$ cat src/rtl/Public_Info.sv
// Shared decode/issue types and machine-wide sizing constants.
package Public_Info;

  localparam int ISSUE_WIDTH = 2;
  localparam int IQ_DEPTH    = 8;

  typedef struct packed {
    logic [31:0] PC;
    logic [31:0] instr;
    logic        o_valid;
  } PC_set;

endpackage

$ cat src/rtl/inst_queue.sv
// Dual-wide decode-to-issue FIFO: 0-2 pushes and 0-2 pops per cycle, 1-cycle push-to-issue latency.
// Backpressure: o_ready drops below 2 free entries and then pushes are ignored; flush and rst empty the queue.
module inst_queue
  import Public_Info::*;
#(
  parameter int DEPTH = IQ_DEPTH,
  localparam int PTR_W = $clog2(DEPTH)
) (
  input  logic             clk,
  input  logic             rst,
  input  logic             flush,
  input  PC_set            i_set1,
  input  PC_set            i_set2,
  input  logic [1:0]       i_push_valid,
  output logic             o_ready,
  output PC_set            o_set1,
  output PC_set            o_set2,
  output logic [1:0]       o_is_valid,
  input  logic [1:0]       i_usingNUM,
  output logic [PTR_W:0]   o_count
);

  localparam int CNT_W = PTR_W + 1;

  PC_set            mem [DEPTH];
  logic [PTR_W-1:0] head;
  logic [PTR_W-1:0] tail;
  logic [CNT_W-1:0] count;
  logic [1:0]       push_n;
  logic [1:0]       pop_req;
  logic [1:0]       pop_n;
  PC_set            wr0;

  // DEPTH is a power of two, so natural overflow of the pointer width is the modulo wrap.
  function automatic logic [PTR_W-1:0] ptr_add(input logic [PTR_W-1:0] p, input logic [1:0] k);
    return p + PTR_W'(k);
  endfunction

  assign o_ready    = (count <= CNT_W'(DEPTH - 2));
  assign o_is_valid = {count >= CNT_W'(1), count >= CNT_W'(2)};
  assign o_count    = count;

  always_comb begin
    o_set1         = mem[head];
    o_set2         = mem[ptr_add(head, 2'd1)];
    o_set1.o_valid = o_is_valid[1];
    o_set2.o_valid = o_is_valid[0];
  end

  always_comb begin
    push_n = 2'd0;
    if (o_ready) begin
      case (i_push_valid)
        2'b11:        push_n = 2'd2;
        2'b10, 2'b01: push_n = 2'd1;
        default:      push_n = 2'd0;
      endcase
    end
    // A lone younger push lands in the first free slot to keep program order compact.
    wr0     = i_push_valid[1] ? i_set1 : i_set2;
    pop_req = (i_usingNUM == 2'd3) ? 2'd2 : i_usingNUM;
    pop_n   = (CNT_W'(pop_req) > count) ? count[1:0] : pop_req;
  end

  always_ff @(posedge clk) begin
    if (rst || flush) begin
      head  <= '0;
      tail  <= '0;
      count <= '0;
    end else begin
      head  <= ptr_add(head, pop_n);
      tail  <= ptr_add(tail, push_n);
      count <= count + CNT_W'(push_n) - CNT_W'(pop_n);
    end
  end

  always_ff @(posedge clk) begin
    if (!rst && !flush) begin
      if (push_n != 2'd0) mem[tail] <= wr0;
      if (push_n == 2'd2) mem[ptr_add(tail, 2'd1)] <= i_set2;
    end
  end

endmodule
$ cat config.mk
export PLATFORM = sky130hd
export DESIGN_NAME = inst_queue
export DESIGN_NICKNAME = d
export VERILOG_FILES = /design/src/rtl/Public_Info.sv /design/src/rtl/inst_queue.sv
export SDC_FILE = /design/constraint.sdc
export NUM_CORES = 1
export LEC_CHECK = 0
export CORE_ASPECT_RATIO = 1.75
export CORE_MARGIN = 2
export CORE_UTILIZATION = 53
export DETAILED_ROUTE_END_ITERATION = 12
export MAX_ROUTING_LAYER = met4
export PLACE_DENSITY = 0.86
export SKIP_LAST_GASP = 1
export SYNTH_ARGS = -nofsm -noshare
export SYNTH_HDL_FRONTEND = slang
export SYNTH_SLANG_ARGS = --single-unit
$ cat constraint.sdc
create_clock -name clk -period 8.68 [get_ports clk]
set_input_delay 0.868 -clock clk [delete_from_list [all_inputs] [get_ports clk]]
set_output_delay 0.868 -clock clk [all_outputs]
set_load 0.05 [all_outputs]
---- Word level (Yosys, flattened, before mapping) ----
Memory sizes are Yosys's and may differ from the RTL's. A register that Yosys moved wholly into a read port is not among the register bits.
Index checks and enable logic that the tools add are counted.
W data, S select, Z words.
storage, ports and cells
  memories ................................ 1
  RAM bits ................................ 520
  logic and storage cells ................. 37
  output and inout port bits .............. 137
  register bits ........................... 10
  input bits .............................. 137
cells by class
  equality and inequality tests ........... 5
  $lt $le $gt $ge ......................... 4
  $add $sub $neg .......................... 6
  mux-type cells .......................... 12
  reductions and logical operators ........ 6
memory list
  name  words  width  rd ports  clocked after Yosys merged registers in  write ports  line              RTL
  mem   8      65     2         1                                        2            inst_queue.sv:25  PC_set mem [DEPTH];
operators with widths
  kind                   number
  $mux W65               1
  $eq A2 B2 Y1 const B   4
  $add A3 B1 Y3 const B  2
  $add A3 B2 Y3          2
  $mux W1                6
  $mux W2                3
  $add A4 B2 Y4          1
  $ge A4 B1 Y1 const B   1
  $ge A4 B2 Y1 const B   1
  $gt A2 B4 Y1           1
  $le A4 B3 Y1 const B   1
  $pmux W2 S2            1
  $sub A4 B2 Y4          1
  $mux W3                1
  $eq A2 B1 Y1 const B   1
  $logic_not A1 Y1       2
  $reduce_bool A2 Y1     1
  $reduce_or A2 Y1       1
  $logic_and A1 B1 Y1    1
  $logic_or A1 B1 Y1     1

---- Logic depth before layout (Yosys ltp) ----
Gate-level depths: netlist of the first run.
  depth after elaboration ................. 8
  gate-level depth with buffers ........... 13
  depth with buffers taken out ............ 12

---- Worst setup path before layout of the first run ----
Ideal clock, no wire load.
  path kind ............................... flip-flop to flip-flop
  from .................................... reg count[3] (netlist: o_count[3])
  to ...................................... mem mem[2][10] (netlist bit), enable pin
  data required time ...................... 8.019 ns
  library setup time ...................... 0.661 ns
  stages on the path, launching flop included .. 8
  slack ................................... -0.865 ns
  arrival ................................. 8.884 ns
  clock period less this slack ............ 9.545 ns
  buffers on the path ..................... 1
  cells stage by stage .................... dfxtp_1 -> inv_1 -> ha_1 -> nand2_1 -> mux2i_2 -> clkbuf_1 -> nand3_1 -> o41ai_1
RTL lines
  what                    line              RTL
  from (decl)             inst_queue.sv:28  logic [CNT_W-1:0] count;
  from (signal assigned)  inst_queue.sv:73  count <= count + CNT_W'(push_n) - CNT_W'(pop_n);
  to (decl)               inst_queue.sv:25

==> reports/metrics.cfg, run 1 <==
[grt]
grt_max_degree=73
track_usage_pct=28.8
grt_use_met2_pct=50.5
grt_pass1_wl_um=125000
use_met3_pct=3.97
antenna_found_initial=13
globalRoute.totalOverflow=0
grt_util_met1_pct=32.5
grt_pass1_vias=20200
busiest_layer=met2

[clocking]
clock_latency_ns=0.59
numCtsBuffers=49
postCtsHoldBufs=0
cts_sinks=522
cts_root_buf=clkbuf_16
post_cts_resized=0
path_clk_slew_ns=0.06
clockBufferDepth=3
cts_tree=built
htree_levels=2
post_cts_buffers=0

[floorplanning]
die_width_um=187
core_mm2=0.0580
start_util_pct=53.5
die_h_um=324
dieArea_mm2=0.0606
io-pin-count=274
rows=117

[placed_design]
placed_area_mm2=0.0343
numPortBuffers=271
place_ws_ns=3.56
place_congestion=0.807
dp.cells=2666
dp_hpwl_um=48200

[worst_setup_path]
path_cells=buf_4 -> buf_4 -> mux4_2 -> mux2_2 -> clkdlybuf4s50_1
critPathBufInv=3
cp-end-kind=output pin
cpMostUsedCell=buf_4
cpPeakStageDelay_ns=0.97
worstPathRequired_ns=7.81
cpMaxStageDelayCell=buf_4
crit_type=reg2out
cp_top_family=buffers and inverters
critPathMaxFanout=69
start_kind=flop
cp_data_arrival_time_ns=4.71

[sta]
hold_violations=0
fin_crit_sh_pct=64.2
finClkSkew_ns=0.0178
slew_headroom_pct=21.7
slew_violations=0
holdWs_ns=0.684
setup_viol=0
tightest_slew_ns=1.17
rsz0062_at_grt=no
timing.fmax_mhz=179
fin_crit_ns=5.57
finalSetupTns_ns=0
timing.final.ws_setup_ns=3.11

[yosys]
synth-seq-cells=522
syn_area_per_cell_um2=18.0
synth_edf_count=512
seq_area_frac_synth_pct=50.2
synth_nets=1883
syn_area_mm2=0.0310
syn_inst=1728
async_flop_share_pct=0
netlist-cell-type-count=42
synth_top_flop_cell=edfxtp_1
yosys_warnings=0

[finish]
design_area_mm2=0.0359
fin_cells=2765
nNetsFinal=2099
area_growth_pct=15.7
drive_above_1_share_pct=53.4

[job]
drv_cap=0

[pwr]
power.density_mw_per_mm2=213
leakagePower_uw=0.0114
vdd_drop_max_v=0.000349

[drt]
post_drt_wl_per_cell_um=30.5
dr.pass1.iters=7
drt_first_iter_violations=1441
ant_nets=0
drc=0
via_count=18400
wl_um=84400
drt-vias-per-instance=6.66

[status]
status=finished clean

[hold_path]
hold_class=reg2reg

[through the flow]
stage / utilization (%) / power [µW]
after CTS: 61.9 / 7700
after global routing: 61.9 / 7900
final: 61.9 / 7660
after detailed placement: 59.2 / 5580
after floorplan: - / 4810
after global placement: 59.2 / 5540
[report_power, final]
part	internal (µW)	leakage, µW	switching (µW)	total [µW]
clock	1190	0.000756	949	2130
sequential	2850	0.00470	42.0	2890
combinational	1140	0.00597	1500	2630
[layout make-up]
cell class / count / area, µm²
diodes: 13 / 32.5
repair buffers: 306 / 2970
fillers: 4182 / 22100
inverters: 12 / 45.0
clock inverters: 23 / 234
clock buffers: 63 / 1310
flip-flops and latches: 522 / 15600
multi-input cells: 1053 / 14800
well taps: 773 / 967
[state kept, by name, indices dropped and copies added (netlist names)]
| signal | cells |
|---|---|
| head | 3 |
| o_count | 4 |
| mem | 512 |
| tail | 3 |
[cell usage after synthesis, types with 6 or more instances]
cell type / instances / share of area [%]
inv_1: 12 / 0.15
mux4_2: 256 / 19
nand2_1: 11 / 0.13
buf_1: 6 / 0.073
ha_1: 14 / 0.56
mux2_2: 624 / 23
clkbuf_1: 42 / 0.51
mux2_4: 49 / 2.4
mux2_1: 31 / 1.1
buf_2: 59 / 0.95
buf_4: 13 / 0.31
nor2_1: 13 / 0.16
edfxtp_1: 512 / 50
dfxtp_1: 10 / 0.65
buf_6: 21 / 0.76
[path summary, 6_finish.rpt]
kind | endpoint | cells after the start | start | slack [ns]
hold / removal | tail[2]$_SDFF_PP0_ | 2 | tail[2]$_SDFF_PP0_ | 0.68
hold reg to reg | tail[2]$_SDFF_PP0_ | 2 | tail[2]$_SDFF_PP0_ | 0.68
setup / recovery | o_set2[9] | 5 | head[0]$_SDFF_PP0_ | 3.11
setup reg to reg | mem[4][9]$_DFFE_PP_ | 6 | tail[0]$_SDFF_PP0_ | 4.35
[worst reg2reg max path, stage by stage, from the launching register on]
cell	delay (ns)
dfxtp_1	0.64
ha_1	0.29
xnor2_1	0.15
nor3b_1	0.62
nand3_4	0.68
nand2_4	0.82
buf_4	0.73
[placed cells by master (no fill, tap or decap), types with 7 or more instances in the layout]
cell / synthesis / layout
nand2_1: 11 / 8
clkinv_2: 0 / 10
mux4_2: 256 / 256
inv_1: 12 / 12
buf_4: 13 / 36
nor2_1: 13 / 13
mux2_4: 49 / 49
mux2_2: 624 / 624
diode_2: 0 / 13
clkbuf_1: 42 / 12
clkdlybuf4s50_1: 0 / 270
edfxtp_1: 512 / 512
mux2_1: 31 / 31
ha_1: 14 / 13
dfxtp_1: 10 / 7
clkbuf_16: 0 / 50
[logic make-up after synthesis]
family	Yosys count	synth area share [%]
AND/OR/NAND/NOR	55	0.996
multiplexers	962	44.8
adder cells (fa/ha/maj)	18	0.823
XOR/XNOR	7	0.198
AO/OA/AOI/OAI	11	0.238
flip-flops	522	50.2
buffers and inverters	153	2.75
[metal layers]
metal	share of wire [%]	up-vias
li1	-	7649
met1	36	9659
met2	53	896
met3	7.0	201
met4	4.0	0
met5	0	-
Note: power is estimated with default switching activity, not from simulation.
==> run 2: changes to the inputs <==
CORE_UTILIZATION = 59   (was 53)
PLACE_DENSITY = 0.9   (was 0.86)
clock period = 5.4 ns   (was 8.68 ns; I/O delays follow)
==> run 2 against run 1 <==
  * Power increased by 59%
  * Register-to-register slack got worse by 2.6 ns
  * Die area shrank 10%
  * Clock skew is 0.0057 ns lower
  * First-iteration DRC count increased by 33%
  * Clock power is 53% higher
  * Sequential power is 62% higher
  * Via count rose by 0.15%
  * Worst setup slack got worse by 2.3 ns
  * Cell count shrank 3.5%
  * Global-route usage grew 2.1 points
  * Critical path type unchanged
==> reports/metrics.cfg, run 2 (synthesis gave the netlist of run 1 again) <==
[clocking]
post_cts_resized=0
cts_root_buf=clkbuf_16
path_clk_slew_ns=0.07
clockBufferDepth=3
htree_levels=2
post_cts_buffers=0
postCtsHoldBufs=0
cts_tree=built
clock_latency_ns=0.57
cts_sinks=522
numCtsBuffers=46

[worst_setup_path]
timing.rr.start=o_count[3]$_SDFF_PP0_
timing.rr.end=mem[7][55]$_DFFE_PP_
critical_path_cell_count=5
reg2regPathDepth=7
path_cells=ha_4 -> buf_4 -> mux4_2 -> mux2_2 -> clkdlybuf4s50_1
reg2reg_slack_ns=1.79
start_kind=flop
startpoint=head[1]$_SDFF_PP0_
cpPeakStageDelay_ns=0.82
cp-end-kind=output pin
crit_type=reg2out
critPathMaxFanout=38
cp_top_family=buffers and inverters
cp-endpoint=o_set2[4]
cpMaxStageDelayCell=dfxtp_4
critPathBufInv=2
worstPathRequired_ns=4.86
cp_data_arrival_time_ns=4.01

[floorplanning]
die_width_um=177
dieArea_mm2=0.0545
io-pin-count=274
rows=111
die_h_um=307
start_util_pct=59.4
core_mm2=0.0522

[hold_path]
hold_class=reg2reg

[placed_design]
dp_hpwl_um=46100
placed_area_mm2=0.0344
place_ws_ns=1.40
place_congestion=0.786
numPortBuffers=271

[finish]
final_cell_mix=mux2_2, edfxtp_1, clkdlybuf4s50_1
design_area_mm2=0.0358
drive_above_1_share_pct=53.1
nNetsFinal=2100
area_growth_pct=15.5
layout_commonest_cell=mux2_2
largest_register_ffs=512
largest_register=mem

[grt]
track_usage_pct=30.9
globalRoute.totalOverflow=0
antenna_found_initial=8
grt_max_degree=130
grt_pass1_wl_um=121000
grt_pass1_vias=19900

[sta]
hold_violations=0
setup_viol=0
rsz0062_at_grt=no
fin_crit_sh_pct=84.2
slew_violations=0
slew_headroom_pct=31.1
finClkSkew_ns=0.0121
fin_crit_ns=4.55
tightest_slew_ns=1.03
timing.final.ws_setup_ns=0.851
timing.fmax_mhz=220
holdWs_ns=0.701

[drt]
drt-vias-per-instance=6.91
met2RoutedLength_um=42400
via_count=18400
wl_um=81600
routed.top_layer=met4
post_drt_wl_per_cell_um=30.6
dr.pass1.iters=5
ant_nets=0
wl_met1_um=29700
wl_met3_um=6020
drt_first_iter_violations=1912
drc=0

[pwr]
leakagePower_uw=0.0114
power.density_mw_per_mm2=339
vdd_drop_max_v=0.000507

[status]
status=finished clean

[job]
drv_cap=0

-- run 2: cell types whose count changed in the layout (fill, tap and decap cells not counted) --
cell	delta
clkinv_2	-3
clkbuf_1	-2
clkbuf_16	-1
clkbuf_8	-1
buf_12	+9
clkinvlp_4	-1
diode_2	-3
clkinv_1	+8
bufinv_16	-1
inv_6	-2
buf_4	-5
-- run 2: area by class of cell --
cell class                 instances  area [µm²]
fill                            3428       16400
sequential                       522       15600
multi-input combinational       1053       14800
timing repair buffer             310        3120
clock buffer                      59        1260
tap                              678         848
clock inverter                    24         194
inverter                          12        45.0
antenna                           10        25.0
-- run 2: how the worst min path moves through the flow --
stage	from	endpoint	cells after the start
final	tail[2]$_SDFF_PP0_	tail[2]$_SDFF_PP0_	2
after global routing	tail[2]$_SDFF_PP0_	tail[2]$_SDFF_PP0_	2
after CTS	tail[2]$_SDFF_PP0_	tail[2]$_SDFF_PP0_	2
after detailed placement	tail[2]$_SDFF_PP0_	tail[2]$_SDFF_PP0_	2
after global placement	tail[2]$_SDFF_PP0_	tail[2]$_SDFF_PP0_	2
after floorplan	head[0]$_SDFF_PP0_	head[0]$_SDFF_PP0_	2
-- run 2: routing by layer --
| metal | up-vias | track usage [%] |
|---|---|---|
| met5 | - | - |
| met4 | 0 | 12.9 |
| met3 | 198 | 3.84 |
| met2 | 924 | 51.8 |
| met1 | 9675 | 38.0 |
| li1 | 7635 | - |
-- run 2: per-stage QoR --
stage / util (%) / total power (µW) / instances / TNS, ns
3_3_place_gp: 65.8 / 8890 / 2575 / 0
5_1_grt: 68.6 / 12500 / 2667 / 0
3_5_place_dp: 65.8 / 8970 / 2575 / 0
6_report: 68.6 / 12200 / 2668 / 0
4_1_cts: 68.6 / 12200 / 2658 / 0
2_1_floorplan: - / 7730 / 1728 / -90.55
-- run 2: worst min-delay path, stage by stage, from the launching register on --
cell and delay, ns:
dfxtp_1 0.41, xor2_1 0.18, nor2_1 0.06
-- run 2: power breakdown --
group | switching [µW] | internal [µW] | leakage [µW]
logic | 2380 | 1830 | 0.00602
clock network | 1470 | 1800 | 0.000711
registers | 93.7 | 4580 | 0.00470
==> run 3: changes to the inputs <==
CORE_UTILIZATION = 53   (was 59)
PLACE_DENSITY = 0.86   (was 0.9)
clock period = 3.8 ns   (was 5.4 ns; I/O delays follow)
==> run 3 against run 2 <==
  * Highest routed layer unchanged
  * Die area increased by 11%
  * Global-route usage decreased by 2.4 points
  * Sequential share of layout area decreased by 0.50 points
  * Sequential cell count unchanged
  * Power increased by 44%
  * First-iteration DRC count decreased by 8.1%
  * Combinational power increased by 45%
==> reports/metrics.cfg, run 3 (synthesis gave the netlist of run 1 again) <==
[grt]
antenna_found_initial=5
grt_pass1_wl_um=125000
track_usage_pct=28.5
grt_max_degree=66
globalRoute.totalOverflow=0
grt_pass1_vias=20000

[clocking]
post_cts_buffers=0
cts_sinks=522
postCtsHoldBufs=0
cts_tree=built
clock_latency_ns=0.59
cts_root_buf=clkbuf_16
htree_levels=2
clockBufferDepth=3
post_cts_resized=0
numCtsBuffers=47
path_clk_slew_ns=0.07

[placed_design]
numPortBuffers=271
dp.cells=2690
placed_area_mm2=0.0348
place_congestion=0.789
dp_hpwl_um=49600

[pwr]
vdd_drop_max_v=0.000810
seq_power_share_pct=37.8
power_frac_clock_pct=27.3
power.density_mw_per_mm2=483
p_sw_uw=5700
combPwrFrac_pct=34.9
p_int_uw=11800
switching_share_pct=32.5
leakagePower_uw=0.0116

[floorplanning]
die_width_um=187
io-pin-count=274
dieArea_mm2=0.0606
core_mm2=0.0580
die_h_um=324
start_util_pct=53.5
rows=117

[worst_setup_path]
start_kind=flop
timing.rr.end=o_count[3]$_SDFF_PP0_
cp-end-kind=output pin
cp_data_arrival_time_ns=3.32
cpPeakStageDelay_ns=0.72
cpMaxStageDelayCell=clkdlybuf4s50_1
cpMostUsedCell=buf_12
reg2reg_slack_ns=0.70
timing.rr.start=o_count[1]$_SDFF_PP0_
path_cells=buf_12 -> buf_12 -> mux4_2 -> mux2_2 -> clkdlybuf4s50_1
critPathMaxFanout=58
reg2regPathDepth=12
crit_type=reg2out
worstPathRequired_ns=3.42

[drt]
met2RoutedLength_um=44100
routed.top_layer=met4
drt_first_iter_violations=1757
drt-vias-per-instance=6.68
via_count=18600
wl_met3_um=5420
post_drt_wl_per_cell_um=30.4
wl_met1_um=31600
ant_nets=0
wl_um=84400
drc=0
dr.pass1.iters=5

[hold_path]
hold_path_startpoint=i_set2[60]
hold_path_depth=2
hold_end=mem[5][60]$_DFFE_PP_
hold_class=in2reg

[sta]
fin_crit_ns=3.70
rsz0062_at_grt=no
holdWs_ns=0.672
finClkSkew_ns=0.0142
tightest_slew_ns=0.828
slew_headroom_pct=44.8
timing.fmax_mhz=270
fin_crit_sh_pct=97.4
setup_viol=0
hold_violations=0
finalSetupTns_ns=0
slew_violations=0

[job]
drv_cap=0

[status]
status=finished clean

[finish]
design_area_mm2=0.0363
largest_register=mem
largest_register_ffs=512
drive_above_1_share_pct=55.6
area_growth_pct=16.9
final_util_pct=62.6
layout_commonest_cell=mux2_2
fin_cells=2778
final_cell_mix=mux2_2, edfxtp_1, mux4_2
nNetsFinal=2122

[run 3: cell types whose count changed in the layout (fill, tap and decap cells not counted), moves of 2 or more]
| cell | delta |
|---|---|
| buf_12 | +13 |
| clkinv_2 | -3 |
| buf_4 | +39 |
| diode_2 | -5 |
| clkbuf_8 | +3 |
| clkinv_1 | -3 |
| dfxtp_2 | +2 |
| clkbuf_1 | +3 |
| clkdlybuf4s50_1 | -32 |
| dfxtp_1 | -3 |
[run 3: area by class of cell]
cell class              count  area (µm²)
clock inverters            17         174
inverters                  12        47.5
repair buffers            331        3360
clock buffers              65        1320
diodes                      5        12.5
well taps                 773         967
multi-input cells        1053       14800
fillers                  4098       21700
flip-flops and latches    522       15600
[run 3: power by group through the flow]
stage	Clock, µW	Combinational [µW]	Sequential, µW
2_1_floorplan	0	4280	6760
3_3_place_gp	0	6000	6730
3_5_place_dp	0	6090	6750
4_1_cts	4840	6130	6630
5_1_grt	5030	6380	6640
6_report	4790	6110	6630
[run 3: through the flow]
stage / power [µW] / setup WS [ns]
final: 17500 / 0.100
after global routing: 18000 / 0.0197
after CTS: 17600 / 0.0182
after detailed placement: 12800 / 0.404
after global placement: 12700 / 0.408
after floorplan: 11000 / -0.258
[run 3: worst max-delay path, delay by kind of cell (launching register included)]
kind	cells	cell delay (ns)
buffers and inverters	3	1.39
DFF	1	0.37
muxes	2	0.90
[run 3: worst max-delay path by stage]
stage                                from                     to  depth (start not counted)
finish                 head[0]$_SDFF_PP0_             o_set2[47]                          5
floorplan           o_count[3]$_SDFF_PP0_   mem[2][10]$_DFFE_PP_                          7
detailed placement          i_usingNUM[1]  o_count[3]$_SDFF_PP0_                         12
CTS                    head[1]$_SDFF_PP0_             o_set2[63]                          5
global placement            i_usingNUM[1]  o_count[3]$_SDFF_PP0_                         12
global route           head[0]$_SDFF_PP0_             o_set2[47]                          5
[run 3: per-layer routing]
layer  track usage, %  up-vias
met5                -        -
met4             11.5        0
met3             3.22      196
met2             49.4      896
met1             34.3     9801
li1                 -     7677
